**src/rtl/sram_arbiter.sv**
```systemverilog
// ============================================================================
// Module  : sram_arbiter
// Brief   : Single-port SRAM arbiter for read requests, ADC pixel FIFO and
//           SPI upload, with frame-aligned freeze control.
//           Optional SPI buffer enabled by macro SRAM_ARB_SPI_FIFO_EN.
// Revision: 1.0 - initial release
// ============================================================================
`default_nettype none

module sram_arbiter #(
    parameter int X_RES          = 800,
    parameter int Y_RES          = 600,
    parameter int COORD_W        = 11,
    parameter int ADDR_X_W       = 10,
    parameter int ADDR_Y_W       = 10,
    parameter int DATA_W         = 16,
    parameter int MEM_W          = 18,
    parameter int READ_LATENCY   = 3,
    parameter int SPI_FIFO_DEPTH = 16
) (
    input  logic                          clk,
    input  logic                          rst_n,
    input  logic                          frozen,
    input  logic                          spi_valid,
    output logic                          spi_ready,
    input  logic [DATA_W-1:0]             spi_pixel,
    input  logic [COORD_W-1:0]            spi_x,
    input  logic [COORD_W-1:0]            spi_y,
    input  logic [2*COORD_W+DATA_W-1:0]   adc_pixel_data,
    input  logic                          adc_pixel_ready,
    output logic                          adc_pixel_read,
    input  logic                          request_active,
    input  logic [COORD_W-1:0]            request_x,
    input  logic [COORD_W-1:0]            request_y,
    output logic [DATA_W-1:0]             request_data,
    output logic                          request_ready,
    output logic                          mem_we,
    output logic [ADDR_X_W+ADDR_Y_W-1:0]  mem_addr,
    output logic [MEM_W-1:0]              mem_wdata,
    input  logic [MEM_W-1:0]              mem_rdata,
    output logic [1:0]                    freeze_state
);

    localparam logic [COORD_W-1:0] c_X_RES = COORD_W'(X_RES);
    localparam logic [COORD_W-1:0] c_Y_RES = COORD_W'(Y_RES);

    typedef enum logic [1:0] {
        LIVE        = 2'd0,
        FREEZE_PEND = 2'd1,
        FROZEN      = 2'd2,
        THAW_PEND   = 2'd3
    } state_t;

    state_t r_state, w_state_nxt;

    logic                  w_req_inb;
    logic [COORD_W-1:0]    w_adc_x, w_adc_y;
    logic [DATA_W-1:0]     w_adc_d;
    logic                  w_adc_avail, w_serve_adc, w_frame_pop, w_adc_wr_ok;
    logic                  w_spi_have, w_serve_spi;
    logic [COORD_W-1:0]    w_spi_x, w_spi_y;
    logic [DATA_W-1:0]     w_spi_d;
    logic                  w_wr_en;
    logic [COORD_W-1:0]    w_wr_x, w_wr_y;
    logic [DATA_W-1:0]     w_wr_d;
    logic [READ_LATENCY-1:0] r_rd_vld, r_rd_oob;

    assign w_req_inb = request_active && (request_x < c_X_RES) && (request_y < c_Y_RES);
    assign {w_adc_x, w_adc_y, w_adc_d} = adc_pixel_data;

    // The ADC FIFO head only advances after the pop strobe, so skip that cycle.
    assign w_adc_avail = adc_pixel_ready && !adc_pixel_read;
    assign w_serve_adc = !w_req_inb && w_adc_avail;
    assign w_serve_spi = !w_req_inb && !w_adc_avail && w_spi_have;
    assign w_frame_pop = w_serve_adc && (w_adc_x == '0) && (w_adc_y == '0);

`ifdef SRAM_ARB_SPI_FIFO_EN
    localparam int c_PTR_W = $clog2(SPI_FIFO_DEPTH);
    localparam logic [c_PTR_W:0] c_DEPTH = (c_PTR_W+1)'(SPI_FIFO_DEPTH);

    logic [2*COORD_W+DATA_W-1:0] r_fifo [SPI_FIFO_DEPTH];
    logic [c_PTR_W-1:0]          r_wr_ptr, r_rd_ptr;
    logic [c_PTR_W:0]            r_count, w_count_nxt;
    logic                        r_spi_ready, w_push;

    assign w_push     = spi_valid && r_spi_ready;
    assign w_spi_have = (r_count != '0);
    assign spi_ready  = r_spi_ready;
    assign {w_spi_x, w_spi_y, w_spi_d} = r_fifo[r_rd_ptr];
    assign w_count_nxt = r_count + {{c_PTR_W{1'b0}}, w_push} - {{c_PTR_W{1'b0}}, w_serve_spi};

    always_ff @(posedge clk or negedge rst_n) begin
        if (!rst_n) begin
            r_wr_ptr    <= '0;
            r_rd_ptr    <= '0;
            r_count     <= '0;
            r_spi_ready <= 1'b0;
        end else begin
            if (w_push)      r_wr_ptr <= r_wr_ptr + 1'b1;
            if (w_serve_spi) r_rd_ptr <= r_rd_ptr + 1'b1;
            r_count     <= w_count_nxt;
            r_spi_ready <= (w_count_nxt != c_DEPTH);
        end
    end

    always_ff @(posedge clk) begin
        if (w_push) r_fifo[r_wr_ptr] <= {spi_x, spi_y, spi_pixel};
    end
`else
    assign spi_ready  = !request_active && !adc_pixel_ready;
    assign w_spi_have = spi_valid && spi_ready;
    assign w_spi_x    = spi_x;
    assign w_spi_y    = spi_y;
    assign w_spi_d    = spi_pixel;
`endif

    // Frozen level changes take precedence over a coincident frame start.
    always_comb begin
        w_state_nxt = r_state;
        w_adc_wr_ok = 1'b0;
        case (r_state)
            LIVE: begin
                w_adc_wr_ok = 1'b1;
                if (frozen) w_state_nxt = FREEZE_PEND;
            end
            FREEZE_PEND: begin
                w_adc_wr_ok = 1'b1;
                if (!frozen) begin
                    w_state_nxt = LIVE;
                end else if (w_frame_pop) begin
                    w_state_nxt = FROZEN;
                    w_adc_wr_ok = 1'b0;
                end
            end
            FROZEN: begin
                if (!frozen) w_state_nxt = THAW_PEND;
            end
            THAW_PEND: begin
                if (frozen) begin
                    w_state_nxt = FROZEN;
                end else if (w_frame_pop) begin
                    w_state_nxt = LIVE;
                    w_adc_wr_ok = 1'b1;
                end
            end
            default: w_state_nxt = LIVE;
        endcase
    end

    always_ff @(posedge clk or negedge rst_n) begin
        if (!rst_n) r_state <= LIVE;
        else        r_state <= w_state_nxt;
    end

    assign freeze_state = r_state;

    always_comb begin
        w_wr_en = 1'b0;
        w_wr_x  = w_spi_x;
        w_wr_y  = w_spi_y;
        w_wr_d  = w_spi_d;
        if (w_serve_adc) begin
            w_wr_en = w_adc_wr_ok && (w_adc_x < c_X_RES) && (w_adc_y < c_Y_RES);
            w_wr_x  = w_adc_x;
            w_wr_y  = w_adc_y;
            w_wr_d  = w_adc_d;
        end else if (w_serve_spi) begin
            w_wr_en = (w_spi_x < c_X_RES) && (w_spi_y < c_Y_RES);
        end
    end

    always_ff @(posedge clk or negedge rst_n) begin
        if (!rst_n) begin
            mem_we         <= 1'b0;
            mem_addr       <= '0;
            mem_wdata      <= '0;
            adc_pixel_read <= 1'b0;
        end else begin
            adc_pixel_read <= w_serve_adc;
            mem_we         <= w_wr_en;
            if (w_req_inb) begin
                mem_addr <= {request_x[ADDR_X_W-1:0], request_y[ADDR_Y_W-1:0]};
            end else if (w_wr_en) begin
                mem_addr  <= {w_wr_x[ADDR_X_W-1:0], w_wr_y[ADDR_Y_W-1:0]};
                mem_wdata <= MEM_W'(w_wr_d);
            end
        end
    end

    // Out-of-bounds requests travel the same pipeline and return zero.
    always_ff @(posedge clk or negedge rst_n) begin
        if (!rst_n) begin
            r_rd_vld      <= '0;
            r_rd_oob      <= '0;
            request_ready <= 1'b0;
            request_data  <= '0;
        end else begin
            r_rd_vld[0] <= request_active;
            r_rd_oob[0] <= !w_req_inb;
            for (int i = 1; i < READ_LATENCY; i++) begin
                r_rd_vld[i] <= r_rd_vld[i-1];
                r_rd_oob[i] <= r_rd_oob[i-1];
            end
            request_ready <= r_rd_vld[READ_LATENCY-1];
            if (r_rd_vld[READ_LATENCY-1]) begin
                request_data <= r_rd_oob[READ_LATENCY-1] ? '0 : DATA_W'(mem_rdata);
            end
        end
    end

endmodule

`default_nettype wire

```
**config.mk**
```make
export PLATFORM = sky130hd
export DESIGN_NAME = sram_arbiter
export DESIGN_NICKNAME = d
export VERILOG_FILES = /design/src/rtl/sram_arbiter.sv
export SDC_FILE = /design/constraint.sdc
export NUM_CORES = 1
export LEC_CHECK = 0
export BUFFER_PORTS_ARGS = -buffer_cell sky130_fd_sc_hd__buf_2
export CAP_MARGIN = 20
export CELL_PAD_IN_SITES_DETAIL_PLACEMENT = 1
export CELL_PAD_IN_SITES_GLOBAL_PLACEMENT = 1
export CORE_MARGIN = 3
export CORE_UTILIZATION = 29
export DETAILED_ROUTE_END_ITERATION = 8
export PLACE_DENSITY = 0.86
export SYNTH_ARGS = -nofsm -noshare
export SYNTH_HDL_FRONTEND = slang
export SYNTH_SLANG_ARGS = --single-unit
```
**constraint.sdc**
```tcl
create_clock -name clk -period 2.07 [get_ports clk]
set_input_delay 0.1035 -clock clk [delete_from_list [all_inputs] [get_ports clk]]
set_output_delay 0.1035 -clock clk [all_outputs]
set_load 0.005 [all_outputs]
```
Word level (Yosys, flattened, before mapping). Index checks and enable logic that the tools add are counted.

Bits in registers: 63. Output and inout port bits: 60.

Order comparisons: 6. Equality and inequality tests: 7. Muxes and demuxes: 20. Bitwise gates (word level): 1. Reduce and logical (&&, ||, !) cells: 24.

Operators by type and width (number): $lt 11x10->1 const B (6); $mux 20 (2); $mux 16 (2); $logic_not 11->1 (2); $mux 10 (2); $logic_and 1x1->1 (13); $mux 2 (6); $pmux 2 s4 (1); $mux 1 (6); $ne 3x3->1 const B (2); $logic_not 1->1 (5); $eq 2x2->1 const B (2); $ne 2x2->1 const B (2); $reduce_and 4->1 (1); $pmux 1 s3 (1); $eq 2x1->1 const B (1); $logic_not 2->1 (1); $reduce_and 2->1 (1); $reduce_bool 2->1 (1); $not 1->1 (1).

Depth between registers and ports, before layout.
Depth after elaboration: 15. Gate-level depth with buffers: 9.

Worst setup path after synthesis. OpenSTA, ideal clock, no wires.

Kind: register to register. Start: reg adc_pixel_read. End: reg mem_wdata[0]. Data arrival time: 2102 ps. Slack: -156 ps. Stages on the path, launching flop included: 8. Period minus slack after synthesis: 2226 ps. Cell sequence: dfrtp_1 > nand2b_1 > clkbuf_1 > nor2_1 > a21oi_1 > clkbuf_1 > mux2_2 > mux2_2.

Word-level cells in the longest chain between the ends: 12.

RTL lines: start, declared (RTL line 31) `output logic adc_pixel_read,`; start signal, assigned (RTL line 179) `adc_pixel_read <= w_serve_adc;`; $logic_not 1->1 * (RTL line 72) `assign w_adc_avail = adc_pixel_ready && !adc_pixel_read;`; $logic_and 1x1->1 * (RTL line 72); $logic_and 1x1->1 (RTL line 73) `assign w_serve_adc = !w_req_inb && w_adc_avail;`; $logic_and 1x1->1 (2 in a row) (RTL line 75) `assign w_frame_pop = w_serve_adc && (w_adc_x == '0) && (w_adc_y == '0);`; $mux 1, on equally long branches (RTL line 141, 130); $mux 1, on equally long branches (RTL line 139, 128); $pmux 1 s3 (RTL line 121) `case (r_state)`; $logic_and 1x1->1 (2 in a row) (RTL line 163) `w_wr_en = w_adc_wr_ok && (w_adc_x < c_X_RES) && (w_adc_y < c_Y_RES);`; $mux 1 (RTL line 162) `if (w_serve_adc) begin`; $reduce_and 2->1 (no source line); end signal, assigned (RTL line 185) `mem_wdata <= MEM_W'(w_wr_d);`; end, declared (RTL line 39) `output logic [MEM_W-1:0] mem_wdata,`.

Mark *: on every way between the ends. The rest lies on a longest branch, timed or not. A chain may end at the register's enable or synchronous reset.

Worst setup path after layout.
Start: in request_active. End: reg mem_addr[3].

Word-level cells in the longest chain between the ends: 13.

RTL lines: start, declared (RTL line 32) `input logic request_active,`; $logic_and 1x1->1 (2 in a row) (RTL line 68) `assign w_req_inb = request_active && (request_x < c_X_RES) && (request_y < c_Y_RES);`; $logic_not 1->1 (RTL line 73, 74); $logic_and 1x1->1 (RTL line 73); $logic_and 1x1->1 (2 in a row) (RTL line 75); $mux 1, on equally long branches (RTL line 141, 130); $mux 1, on equally long branches (RTL line 139, 128); $pmux 1 s3 (RTL line 121); $logic_and 1x1->1 (2 in a row) (RTL line 163); $mux 1 (RTL line 162); $reduce_bool 2->1 (no source line); end signal, assigned (RTL line 182) `mem_addr <= {request_x[ADDR_X_W-1:0], request_y[ADDR_Y_W-1:0]};`; end signal, assigned (RTL line 184) `mem_addr <= {w_wr_x[ADDR_X_W-1:0], w_wr_y[ADDR_Y_W-1:0]};`; end, declared (RTL line 38) `output logic [ADDR_X_W+ADDR_Y_W-1:0] mem_addr,`.

Parallel ways exist; a longest one is shown, timed or not. The select of a mux whose other input is x is not followed.

==> summary.txt <==
CTS
  • TritonCTS Sinks: 63
  • Clock tree buffer depth: 2
  • CTS Root Cell: clkbuf_8
  • Clk_lat worst skew: 340 ps
  • H-Tree Depth: 3
  • TritonCTS clock tree: built
  • Clock-pin slew on the worst setup and hold paths: about 80 ps
  • Inserted Clock Buffers: 9

Flow run
  • Max-Cap Viols: 0

Drt
  • Vias per inst: 4.908
  • Drt first pass iters: 4
  • Routed wire per std cell: 18.84 um
  • DRT iter0 DRCs: 129
  • Drt total wl: 12040 um
  • Antenna viol nets, final: 0
  • # DRC: 0
  • Routed vias: 3136

Timing
  • Setup Skew: 9.657 ps
  • Max Slew Vio Count: 0
  • Worst Tran Pin Value: 887.2 ps
  • Worst-case headroom to the max-slew limit: 40.85%
  • RSZ-0062 raised after global routing: no
  • Final period util: 96.10%
  • Setup TNS: 0 ps
  • Final hold slack: 11.86 ps
  • Max Clk Rate: 502.7 MHz
  • # setup viols final: 0
  • Hold Fails Final Rpt: 0
  • Tmin final: 1989 ps
  • Setup ws final: approximately 81 ps

Layout
  • Share of cells above drive strength 1: 52.68%
  • N_diodes: 0
  • Most frequent cells in the layout: buf_2 (177), dfrtp_1 (63), inv_1 (27)
  • Design Area, Final: 4867 sq um
  • Commonest non-fill, non-tap cell in the layout: buf_2
  • Fill count: 1217
  • Synth-to-Final Area Change: 53.45%
  • # nets final: 620

Floorplanning
  • Die height: 110.6 um
  • Die ar.: between 10000 and 15000 sq um
  • Initial core utilization: 30.32%
  • Core Area: ~10000 sq um
  • # rows: 37
  • Die width: around 110 um
  • IO Count: 182

GRT
  • Pin count of the biggest net entering global routing: 43
  • First-pass GRT wire length: just under 20000 um
  • Vias in the first global route: 3570
  • Gr usage total: 19.61%
  • Gr ovfl total: 0
  • Initial antenna violation count: 0

Worst hold path
  • Hold Path Class: in2reg
  • Hold EP: mem_addr[5]
  • Hold Path Depth: 3
  • Hold_sp: request_y[5]

Setup path
  • WP data required: between 2000 and 2500 ps
  • Crit Reg-Reg Startpoint: freeze_state[0]
  • Slowest stage delay, CP: 530 ps
  • Crit-path cells: dlygate4sd3_1 > buf_2 > nor3b_2 > a21oi_2 > a21oi_4 > buf_12 > or3_1 > buf_6 > o211ai_1 > o211ai_1
  • Critical path capture point type: register
  • Setup crit start: request_active
  • Worst reg-to-reg setup slack: 100 ps
  • Worst r2r dst: mem_wdata[3]
  • CP Launch Type: input port
  • Critical path class: in2reg
  • CP most frequent cell: o211ai_1
  • Crit-path slowest cell: dlygate4sd3_1
  • Critical Path Stages: 10
  • Worst Path Arrival: 2200 ps
  • CP delay by family, top: buffers and inverters
  • Critical Path Fanout Max: 18
  • Reg2reg path depth: 7
  • Worst path bufs/invs: 4

Placement
  • Global placer's final weighted congestion: 0.8069
  • Detailed placer's ending HPWL: 9178 um
  • Cell Area, Placed: 4390 sq um
  • Post-placement worst setup slack: -242.5 ps
  • Port Buffers: 177

Synthesis
  • Most used flip-flop cell after synthesis: dfrtp_1
  • Asr flop ratio synth: 100.0%
  • Cell count after synthesis: 288
  • Synth Register Bits: 63
  • Post-synthesis sequential area ratio: 49.70%
  • Mapped Avg Cell Area: approximately 11 sq um
  • Netlist cell types: 34
  • Post-synth EDFFs: 0
  • Post-Syn Area: 3172 sq um
  • Yosys warning count: 0

Power
  • Power Total: between 3 and 4 mW
  • PD cells: ~820 nW/um^2
  • Max IR drop VDD: about 0.3 mV
  • Leak Pwr: 2.424 nW

Status
  • Outcome: finished clean
tightest hold or removal path: stages:
cell      delay (ps)
buf_2             90
nand2_1           50
o211ai_1          70
synthesized netlist by cell type, drive strengths merged, types with 2 or more instances:
| cell type | instances | share of area [%] |
|---|---|---|
| nand3b | 16 | 3.8 |
| inv | 28 | 3.3 |
| nor2 | 6 | 0.71 |
| a21o | 2 | 0.47 |
| nor3 | 2 | 0.32 |
| o211ai | 24 | 5.7 |
| mux2i | 21 | 6.6 |
| a21oi | 6 | 1.1 |
| nand2 | 24 | 2.8 |
| a211o | 3 | 0.83 |
| o311ai | 3 | 0.83 |
| clkbuf | 12 | 1.4 |
| buf | 6 | 1.3 |
| nor4 | 2 | 0.39 |
| dfrtp | 63 | 50 |
| or4 | 2 | 0.47 |
| o21ai | 16 | 2.5 |
| o221ai | 8 | 2.2 |
| mux2 | 34 | 13 |
worst max-delay path by stage:
stage	endpoint	slack [ps]
2_1_floorplan	mem_wdata[10]	-40
3_3_place_gp	mem_wdata[1]	-170
3_5_place_dp	mem_wdata[15]	-240
4_1_cts	mem_wdata[15]	10
5_1_grt	mem_addr[19]	6
6_report	mem_addr[3]	80
area by class of cell:
type                       count  area (sq um)  area share, %
clock inverter                 6         85.08          1.748
tap                          136         170.2          3.496
clock buffer                  10         127.6          2.622
multi-input combinational    180          1500          30.82
inverter                      28         105.1          2.159
timing repair buffer         216          1303          26.76
sequential                    63          1577          32.39
sequential cells by signal, indices dropped and copies added, names as in the netlist, named ones only:
signal,count
mem_addr,20
mem_wdata,16
request_data,16
r_rd_oob,3
r_rd_vld,3
adc_pixel_read,1
freeze_state,1
mem_we,1
request_ready,1
through the flow:
step	utilization, %	cells
after floorplan	-	289
after global placement	41.96	607
after detailed placement	41.96	607
after CTS	45.44	637
after global routing	46.52	639
final	46.52	639
power breakdown:
part,total (mW),switching (mW),internal (mW)
clock network,1.19,0.515,0.674
logic,1.14,0.489,0.649
registers,1.65,0.160,1.49
total,3.98,1.16,2.82
logic make-up (layout without fill, tap and decap cells):
logic type	count (synthesis)	in the layout	share of synthesized area, %
mux	55	55	19.76
simple gates	58	58	9.941
flops	63	63	49.70
other cells	1	2	0.1182
xor+xnor	1	1	0.2762
buf+inv	46	260	6.035
compound gates	64	64	14.16
timing repair:
item | 4_1_cts | 5_1_grt
hold endpoints to repair | 34 | 0
setup endpoints to repair | 29 | 35
gates resized for setup | 2 | 13
hold buffers | 14 | 0
setup buffers | 0 | 1
cloned | 0 | 2
pin swaps | 0 | 4
per-layer routing:
metal  GRT usage, %  up-vias  wire length (um)
met5              0        -                 0
met4          3.859        0               168
met3          6.247       14               816
met2          34.39      138              6100
met1          23.66     1530              4956
li1               -     1454                 -
Note: power is estimated with default switching activity, not from simulation.
